==> config.mk <==
export PLATFORM = sky130hd
export DESIGN_NAME = fifo_uart_tx
export DESIGN_NICKNAME = d
export VERILOG_FILES = /design/src/rtl/fifo_uart_tx.sv
export SDC_FILE = /design/constraint.sdc
export NUM_CORES = 1
export LEC_CHECK = 0
export BUFFER_PORTS_ARGS = -buffer_cell sky130_fd_sc_hd__buf_2
export CAP_MARGIN = 15
export CORE_MARGIN = 2
export CORE_UTILIZATION = 40
export DETAILED_ROUTE_END_ITERATION = 6
export PLACE_DENSITY = 0.66
export SYNTH_ARGS = -nofsm -noshare
export SYNTH_HDL_FRONTEND = slang
export SYNTH_SLANG_ARGS = --single-unit
==> constraint.sdc <==
create_clock -name CLK -period 1.6 [get_ports CLK]
set_input_delay 0.08 -clock CLK [delete_from_list [all_inputs] [get_ports CLK]]
set_output_delay 0.08 -clock CLK [all_outputs]
set_load 0.02 [all_outputs]
==> src/rtl/fifo_uart_tx.sv <==
// fifo_uart_tx: pops words from a FIFO and sends them as start/data(LSB first)/[parity]/stop frames, one bit per CLK.
// Ports: CLK baud clock (= FIFO read clock), RST sync active-high reset,
//   FIFO_RDATA/FIFO_EMPTY/FIFO_RINC FIFO read side, PAR_EN/PAR_TYP parity enable / odd select,
//   TX_OUT serial line (idles high), BUSY high while a frame is on the line.
// Build option: define FIFO_UART_TX_PARITY_EN to build the parity bit; otherwise PAR_EN/PAR_TYP are ignored.
module fifo_uart_tx #(
  parameter int DATA_WIDTH = 8
) (
  input  logic                  CLK,
  input  logic                  RST,
  input  logic [DATA_WIDTH-1:0] FIFO_RDATA,
  input  logic                  FIFO_EMPTY,
  output logic                  FIFO_RINC,
  input  logic                  PAR_EN,
  input  logic                  PAR_TYP,
  output logic                  TX_OUT,
  output logic                  BUSY
);
  localparam int CW = DATA_WIDTH > 1 ? $clog2(DATA_WIDTH) : 1;
  localparam logic [CW-1:0] LAST = CW'(DATA_WIDTH - 1);
  typedef enum logic [2:0] {IDLE, START, DATA, PARITY, STOP} state_t;
  state_t state;
  logic [DATA_WIDTH-1:0] sreg;
  logic [CW-1:0] cnt;
`ifdef FIFO_UART_TX_PARITY_EN
  logic par_en_q;
  logic par_bit;
`else
  logic unused_par;
  assign unused_par = PAR_EN ^ PAR_TYP;
`endif
  // STOP may pop too, which is what lets frames run back-to-back
  assign FIFO_RINC = (state == IDLE || state == STOP) && !FIFO_EMPTY;
  // TX_OUT/BUSY are registered with the transition, so they always show the bit of the state being entered
  always_ff @(posedge CLK) begin
    if (RST) begin
      state  <= IDLE;
      sreg   <= '0;
      cnt    <= '0;
      TX_OUT <= 1'b1;
      BUSY   <= 1'b0;
`ifdef FIFO_UART_TX_PARITY_EN
      par_en_q <= 1'b0;
      par_bit  <= 1'b0;
`endif
    end else begin
      case (state)
        IDLE, STOP: begin
          if (FIFO_RINC) begin
            sreg   <= FIFO_RDATA;
`ifdef FIFO_UART_TX_PARITY_EN
            par_en_q <= PAR_EN;
            par_bit  <= ^FIFO_RDATA ^ PAR_TYP;
`endif
            state  <= START;
            TX_OUT <= 1'b0;
            BUSY   <= 1'b1;
          end else begin
            state  <= IDLE;
            TX_OUT <= 1'b1;
            BUSY   <= 1'b0;
          end
        end
        START: begin
          state  <= DATA;
          cnt    <= '0;
          TX_OUT <= sreg[0];
          sreg   <= sreg >> 1;
        end
        DATA: begin
          if (cnt == LAST) begin
`ifdef FIFO_UART_TX_PARITY_EN
            state  <= par_en_q ? PARITY : STOP;
            TX_OUT <= par_en_q ? par_bit : 1'b1;
`else
            state  <= STOP;
            TX_OUT <= 1'b1;
`endif
          end else begin
            cnt    <= cnt + 1'b1;
            TX_OUT <= sreg[0];
            sreg   <= sreg >> 1;
          end
        end
`ifdef FIFO_UART_TX_PARITY_EN
        PARITY: begin
          state  <= STOP;
          TX_OUT <= 1'b1;
        end
`endif
        default: begin
          state  <= IDLE;
          TX_OUT <= 1'b1;
          BUSY   <= 1'b0;
        end
      endcase
    end
  end
endmodule

Yosys cells after proc, flatten, opt, wreduce, memory -nomap -nowiden. Cells that the tools add are included.

Add/sub/neg operators: 1. Reduce and logical (&&, ||, !) cells: 10. Muxes and demuxes: 13. Equality and inequality tests: 7.

Operator list (number): 8-bit case mux with 3 select lines (1); 8-bit 2-to-1 mux (2); 3-bit case mux with 3 select lines (1); 3-bit == test (second input constant) (2); 3-bit 2-to-1 mux (2); 2-bit inequality test (second input constant) (3); 3-bit case mux with 2 select lines (1); 1-bit 2-to-1 mux (4); 2-bit OR reduction (2); 3-bit by 1-bit adder with 3-bit output (second input constant) (1); 3-bit by 1-bit == test with 1-bit output (second input constant) (1); 3-bit by 2-bit == test with 1-bit output (second input constant) (1); 3-bit zero test (1); 1-bit case mux with 3 select lines (1); 3-bit AND reduction (1); 3-bit nonzero test (1); 1-bit case mux with 2 select lines (1); 2-bit AND reduction (1); 2-bit nonzero test (1); 1-bit logical AND (1); 1-bit zero test (1); 1-bit logical OR (1).

Bits of input ports: 13. Register bits after elaboration: 16. Word-level logic and storage cells: 36.

Longest topological paths before layout. Gate-level depths: netlist (run 1).

Depth after elaboration: 5. Gate-level depth with buffers: 5. Gate-level depth less buffers: 5.

Worst setup path before layout (run 1). OpenSTA, ideal clock, no wires.

Path kind: register to register. From: reg cnt[0]. To: reg sreg[3]. Buffers on the path: 0. Slack: 30 ps. Data arrival time: 1436 ps. Stages on the path, launching flop included: 6. Cells stage by stage: dfxtp_1 ha_1 ha_1 nor4b_4 a21o_2 a311oi_1.

Cells in the longest elaborated chain, start to end: 3.

RTL lines: from (decl) (line 24) `logic [CW-1:0] cnt;`; from (signal assigned) (line 80) `cnt <= cnt + 1'b1;`; 3-bit == test (line 71) `if (cnt == LAST) begin`; 2-bit inequality test (no line); 3-bit AND reduction (no line); to (signal assigned) (line 68) `sreg <= sreg >> 1;`; to (signal assigned) (line 82) `sreg <= sreg >> 1;`; to (decl) (line 23) `logic [DATA_WIDTH-1:0] sreg;`.

No other way between the ends. A chain may end at the register's enable or synchronous reset.

Final worst setup path (run 1).
From: reg cnt[1]. To: reg sreg[4].

Same word-level chain as after synthesis.

==> results of run 1 <==
repair_timing:
item	CTS	global route
gates resized for setup	0	13
hold buffers	1	0
endpoints found under the setup margin	0	10
endpoints found under the hold margin	1	0
setup buffers	0	0
layer usage:
layer,vias up,global-route usage (%),part of all wire [%]
met1,388,23.1,50
met4,0,1.39,0
met5,-,0,0
li1,397,-,-
met3,0,5.45,3.6
met2,19,26.9,46
power groups by stage:
stage	Clock, mW	Combinational (mW)	Sequential [mW]
5_1_grt	0.289	0.244	0.462
3_3_place_gp	0	0.193	0.462
2_1_floorplan	0	0.126	0.464
4_1_cts	0.273	0.199	0.455
3_5_place_dp	0	0.197	0.464
6_report	0.266	0.221	0.459
synthesized netlist by cell type (3+ instances only):
library cell / count
dfxtp_1: 16
nor2b_1: 3
o21ai_0: 10
clkbuf_1: 4
nor3_1: 3
a211oi_1: 8
a21oi_1: 4
o21bai_1: 3
a311oi_1: 7
nand3_1: 7
flip-flops by register name, indices dropped and copies added (netlist names):
| signal | flops |
|---|---|
| sreg | 8 |
| cnt | 3 |
| state | 3 |
| BUSY | 1 |
| TX_OUT | 1 |
per-stage QoR:
| step | power [mW] | instance area [µm²] | hold slack [ns] | worst slack, ns |
|---|---|---|---|---|
| 6_report | 0.946 | 1100 | 0.0698 | 0.0481 |
| 5_1_grt | 0.995 | 1100 | 0.0896 | -0.0286 |
| 4_1_cts | 0.927 | 1030 | 0.0683 | 0.0288 |
| 3_5_place_dp | 0.660 | 981 | 0.302 | 0.0444 |
| 3_3_place_gp | 0.655 | 981 | 0.299 | 0.0487 |
| 2_1_floorplan | 0.590 | 842 | 0.152 | 0.0302 |
worst register-to-register path, cell delays in order, from the launching register on:
cell,delay [ns]
dfxtp_2,0.35
ha_4,0.16
ha_4,0.16
nor4b_4,0.32
buf_4,0.20
a211oi_1,0.05
a311oi_1,0.24
final cells by class:
| type | instances | area (µm²) | share of cell area (%) |
|---|---|---|---|
| tap | 27 | 33.8 | 3.08 |
| multi-input combinational | 66 | 532 | 48.5 |
| inverter | 3 | 11.3 | 1.03 |
| sequential | 16 | 323 | 29.4 |
| timing repair buffer | 25 | 161 | 14.7 |
| clock buffer | 4 | 36.3 | 3.31 |
kinds of logic (layout without fill, tap and decap cells):
family                     after synthesis  count (layout)  share of synthesized area (%)
DFF                                     16              16                           38.0
AOI/OAI and AO/OA                       37              37                           30.0
muxes                                    1               1                           1.63
and+or+nand+nor                         24              24                           18.9
buffers and inverters                   10              32                           5.50
adders and majority gates                2               2                           2.97
xor gates and xnor gates                 2               2                           2.97
cell usage in the layout, fill, tap and decap left out, types with 2 or more instances in the layout:
cell and n:
nor4b_1 2, buf_2 13, o21bai_1 3, nor3_1 3
a211oi_1 6, dfxtp_1 14, ha_4 2, a31oi_1 2
a311oi_1 6, nand3_1 7, nand2_1 2, nor2_1 2
clkbuf_4 3, a21oi_1 4, nor2b_1 3, dfxtp_2 2
inv_1 2, o21ai_0 10, buf_4 10, a211oi_2 2
nor4bb_1 2
worst paths after layout:
kind	cells past startpoint	end
setup / recovery	6	sreg[4]
hold / removal	3	sreg[2]
setup reg to reg	6	sreg[4]
hold reg to reg	2	sreg[4]
==> results.json, run 1 <==
{
  "dieArea_mm2": 0.00249,
  "grtUsageTotal_pct": 16.9,
  "cpLargestDelayFamily": "flip-flops",
  "cap_violations": 0,
  "comb_power_share_pct": 23.4,
  "drt_pass1_iterations": 4,
  "synth_area_leader_cell": "dfxtp_1",
  "drive_above_1_share_pct": 35.1,
  "die_h_um": 49.9,
  "cp_max_fo": 4,
  "critPathMostFrequentCell": "ha_4",
  "synthArstFlopShare_pct": 0,
  "grt_pass1_vias": 700,
  "cp_data_required_time_ns": 1.80,
  "antennaDiodeCount": 0,
  "syn_area_per_cell_um2": 9.15,
  "rows": 16,
  "arrival_ns": 1.76,
  "setup_viol": 0,
  "gp_congestion": 0.768,
  "start_util_pct": 42.5,
  "synth_edf_count": 0,
  "switching_share_pct": 28.3,
  "ys_warn_count": 0,
  "ant_nets": 0,
  "ys_seq_elements": 16,
  "finalCritPeriodShare_pct": 97.0,
  "rsz0062_at_grt": "true",
  "fin_skew_ns": 0.00484,
  "nets": 130,
  "fmax_ghz": 0.644,
  "clk_pin_slew_ns": 0.10,
  "synth_top_area_share_pct": 38.0,
  "vias": 804,
  "worstHoldStart": "FIFO_RDATA[2]",
  "critPathKind": "flop to flop",
  "drc": 0,
  "nFillCells": 188,
  "grt_pass1_wl_um": 3270,
  "routed_wl_um": 2040,
  "fin_crit_ns": 1.55,
  "status": "finished clean",
  "critical_path.max_stage_delay_ns": 0.35,
  "slew_headroom_pct": 72.7,
  "leakagePower_nw": 0.395,
  "crit_slowest_cell": "dfxtp_2",
  "p_seq_share_pct": 48.5,
  "syn-cell-area_um2": 842,
  "cp_num_buf_inv": 1,
  "cts_tree": "built",
  "numCtsBuffers": 3,
  "layoutNonFillerInstCount": 141,
  "crit_path_end_kind": "flop",
  "port-buffer-count": 13,
  "worst_pin_slew_ns": 0.401,
  "ir_drop_v": 0.000439,
  "synth_cell_types": 29,
  "hold_violations": 0,
  "r2r_slack_ns": 0.05,
  "yosys-top-cells-area": "dfxtp_1 38%, a311oi_1 7.3%, a211oi_1 7.1%",
  "synth_flop_cell": "dfxtp_1",
  "p_sw_mw": 0.267,
  "grt_max_degree": 17,
  "htree_levels": 1,
  "path_cells": "ha_4 > ha_4 > nor4b_4 > buf_4 > a211oi_1 > a311oi_1",
  "gr-total-overflow": 0,
  "antenna_found_initial": 0,
  "hpwl_um": 1280,
  "avgViaCountPerCell": 5.70,
  "syn_nets": 107,
  "clock-sinks": 16,
  "synth_cells": 92,
  "startpoint": "cnt[1]",
  "placed_cells": 135,
  "drtIter0Drc": 39,
  "clockBufferDepth": 2,
  "p_int_mw": 0.678,
  "finalSetupTns_ns": 0,
  "hp-class": "input port to flop",
  "drv_slew": 0,
  "clockRootBuffer": "clkbuf_4",
  "areaGrowthSynthToFinish_pct": 30.3,
  "power.density_mw_per_mm2": 862,
  "coreArea_mm2": 0.00198,
  "wire_per_inst_um": 14.5,
  "pin_count": 16,
  "rr_startpoint": "cnt[1]",
  "utilization_pct": 55.4,
  "startpoint_type": "flop",
  "ys_seq_area_share_pct": 38.0,
  "insertion_delay_ns": 0.28,
  "clkPwrFrac_pct": 28.1,
  "die_w_um": 49.9
}
(Power assumes the default switching activity.)
==> run 2, diff against run 1 <==
--- a/config.mk
+++ b/config.mk
@@ -12,3 +12,4 @@
 export DETAILED_ROUTE_END_ITERATION = 6
-export PLACE_DENSITY = 0.66
+export PLACE_DENSITY = 0.63
+export SETUP_SLACK_MARGIN = 0.1
 export SYNTH_ARGS = -nofsm -noshare
--- a/constraint.sdc
+++ b/constraint.sdc
@@ -3,2 +3,2 @@
 set_output_delay 0.08 -clock CLK [all_outputs]
-set_load 0.02 [all_outputs]
+set_load 0.1 [all_outputs]
==> results.json, run 2 (synthesis results as in run 1) <==
{
  "status": "finished clean",
  "p_total_mw": 0.992,
  "drive_above_1_share_pct": 35.7,
  "setup_viol": 0,
  "dieArea_mm2": 0.00249,
  "drtIter0Drc": 18,
  "nets": 128,
  "pin_count": 16,
  "cts_tree": "built",
  "placed_cells": 131,
  "die_w_um": 49.9,
  "comb_power_share_pct": 24.8,
  "coreArea_mm2": 0.00198,
  "reg2reg_depth": 6,
  "clkPwrFrac_pct": 28.1,
  "switching_share_pct": 32.1,
  "numCtsBuffers": 3,
  "cp_data_required_time_ns": 1.82,
  "power.density_mw_per_mm2": 915,
  "r2r_slack_ns": 0.11,
  "slew_headroom_pct": 68.1,
  "finalCritPeriodShare_pct": 93.1,
  "fmax_ghz": 0.672,
  "start_util_pct": 42.5,
  "clockRootBuffer": "clkbuf_4",
  "p_seq_share_pct": 47.1,
  "cp_max_fo": 4,
  "multi_input_area_um2": 529,
  "clk_pin_slew_ns": 0.10,
  "grt_max_degree": 17,
  "grt_pass1_wl_um": 3510,
  "layoutNonFillerInstCount": 139,
  "p_sw_mw": 0.318,
  "drv_slew": 0,
  "arrival_ns": 1.70,
  "cts_hold_buf": 0,
  "rr_startpoint": "cnt[1]",
  "nFillCells": 188,
  "hp-class": "input port to flop",
  "top_regs": "sreg (8), cnt (3), state (3)",
  "die_h_um": 49.9,
  "clockBufferDepth": 2,
  "critPathKind": "flop to flop",
  "antennaDiodeCount": 0,
  "fin_skew_ns": 0.00207,
  "seq_area_um2": 327,
  "areaGrowthSynthToFinish_pct": 28.7,
  "gr-total-overflow": 0,
  "design_area_mm2": 0.00108,
  "gp_congestion": 0.745,
  "grtUsageTotal_pct": 18.8,
  "hpwl_um": 1320,
  "startpoint": "cnt[1]",
  "insertion_delay_ns": 0.30,
  "top_register": "sreg",
  "routed_wl_um": 2040,
  "crit_end": "sreg[6]",
  "avgViaCountPerCell": 5.76,
  "fin_crit_ns": 1.49,
  "placed_area_um2": 991,
  "crit_path_end_kind": "flop",
  "clock-sinks": 16,
  "reg2reg_to": "sreg[6]",
  "drt_pass1_iterations": 4,
  "rsz0062_at_grt": "true",
  "wire_per_inst_um": 14.7,
  "layout_commonest_cell": "buf_2",
  "rows": 16,
  "ant_nets": 0,
  "hold_violations": 0,
  "startpoint_type": "flop",
  "cap_violations": 0,
  "finalSetupTns_ns": 0,
  "leakagePower_nw": 0.389,
  "ir_drop_v": 0.000796,
  "drc": 0,
  "vias": 801,
  "grt_pass1_vias": 750,
  "largest_register_ffs": 8,
  "port-buffer-count": 13,
  "worst_pin_slew_ns": 0.482,
  "htree_levels": 1,
  "utilization_pct": 54.7,
  "final_cell_mix": "12 x buf_2, 11 x dfxtp_1, 10 x o21ai_0, 10 x buf_4, 8 x a211oi_1",
  "p_int_mw": 0.673,
  "antenna_found_initial": 0
}
## run 2: changes by cell type in the layout (fill, tap and decap cells not counted), sizes merged
cell         change
buf              -1
dlygate4sd3      -1
## run 2: area by class of cell
class | count | share of cell area (%)
tap | 27 | 3.12
timing repair buffer | 23 | 13.5
sequential | 16 | 30.1
inverter | 3 | 1.04
multi-input combinational | 66 | 48.8
clock buffer | 4 | 3.35
## run 2: power by group through the flow
stage | clock network, mW | logic [mW] | registers (mW)
3_3_place_gp | 0 | 0.224 | 0.473
5_1_grt | 0.294 | 0.268 | 0.471
2_1_floorplan | 0 | 0.152 | 0.495
6_report | 0.279 | 0.246 | 0.467
3_5_place_dp | 0 | 0.229 | 0.474
4_1_cts | 0.283 | 0.241 | 0.465
## run 2: how the worst min path moves through the flow
stage                          start  endpoint  slack (ns)  depth (start not counted)
final                     FIFO_EMPTY  state[0]        0.03                          2
after global routing      FIFO_EMPTY  state[0]        0.05                          2
after CTS                 FIFO_EMPTY  state[0]        0.03                          2
after detailed placement  FIFO_EMPTY  state[0]        0.36                          2
after global placement    FIFO_EMPTY  state[0]        0.35                          2
after floorplan                  RST   sreg[0]        0.15                          1
## run 2: worst max-delay path, stage by stage, from the launching register on
cell      delay (ns)
dfxtp_2         0.35
ha_4            0.16
ha_4            0.16
nor4b_4         0.27
buf_4           0.19
a211oi_1        0.05
a311oi_1        0.23
## run 2: through the flow
stage	hold WS, ns	worst slack (ns)
after floorplan	0.152	0.0219
after global placement	0.348	0.0551
after detailed placement	0.359	0.0480
after CTS	0.0322	0.100
after global routing	0.0454	0.0359
final	0.0340	0.111
## run 2: metal layers
layer | vias to the layer above | track usage [%] | wire length, µm
li1 | 401 | - | -
met1 | 374 | 25.1 | 988
met2 | 24 | 28.2 | 915
met3 | 2 | 6.06 | 122
met4 | 0 | 6.48 | 13
met5 | - | 0 | 0
## run 2: timing repair
action,CTS,global route
buffers inserted,2,1
cloned,1,0
endpoints found under the setup margin,10,10
gates resized for setup,4,3
pin swaps,2,2
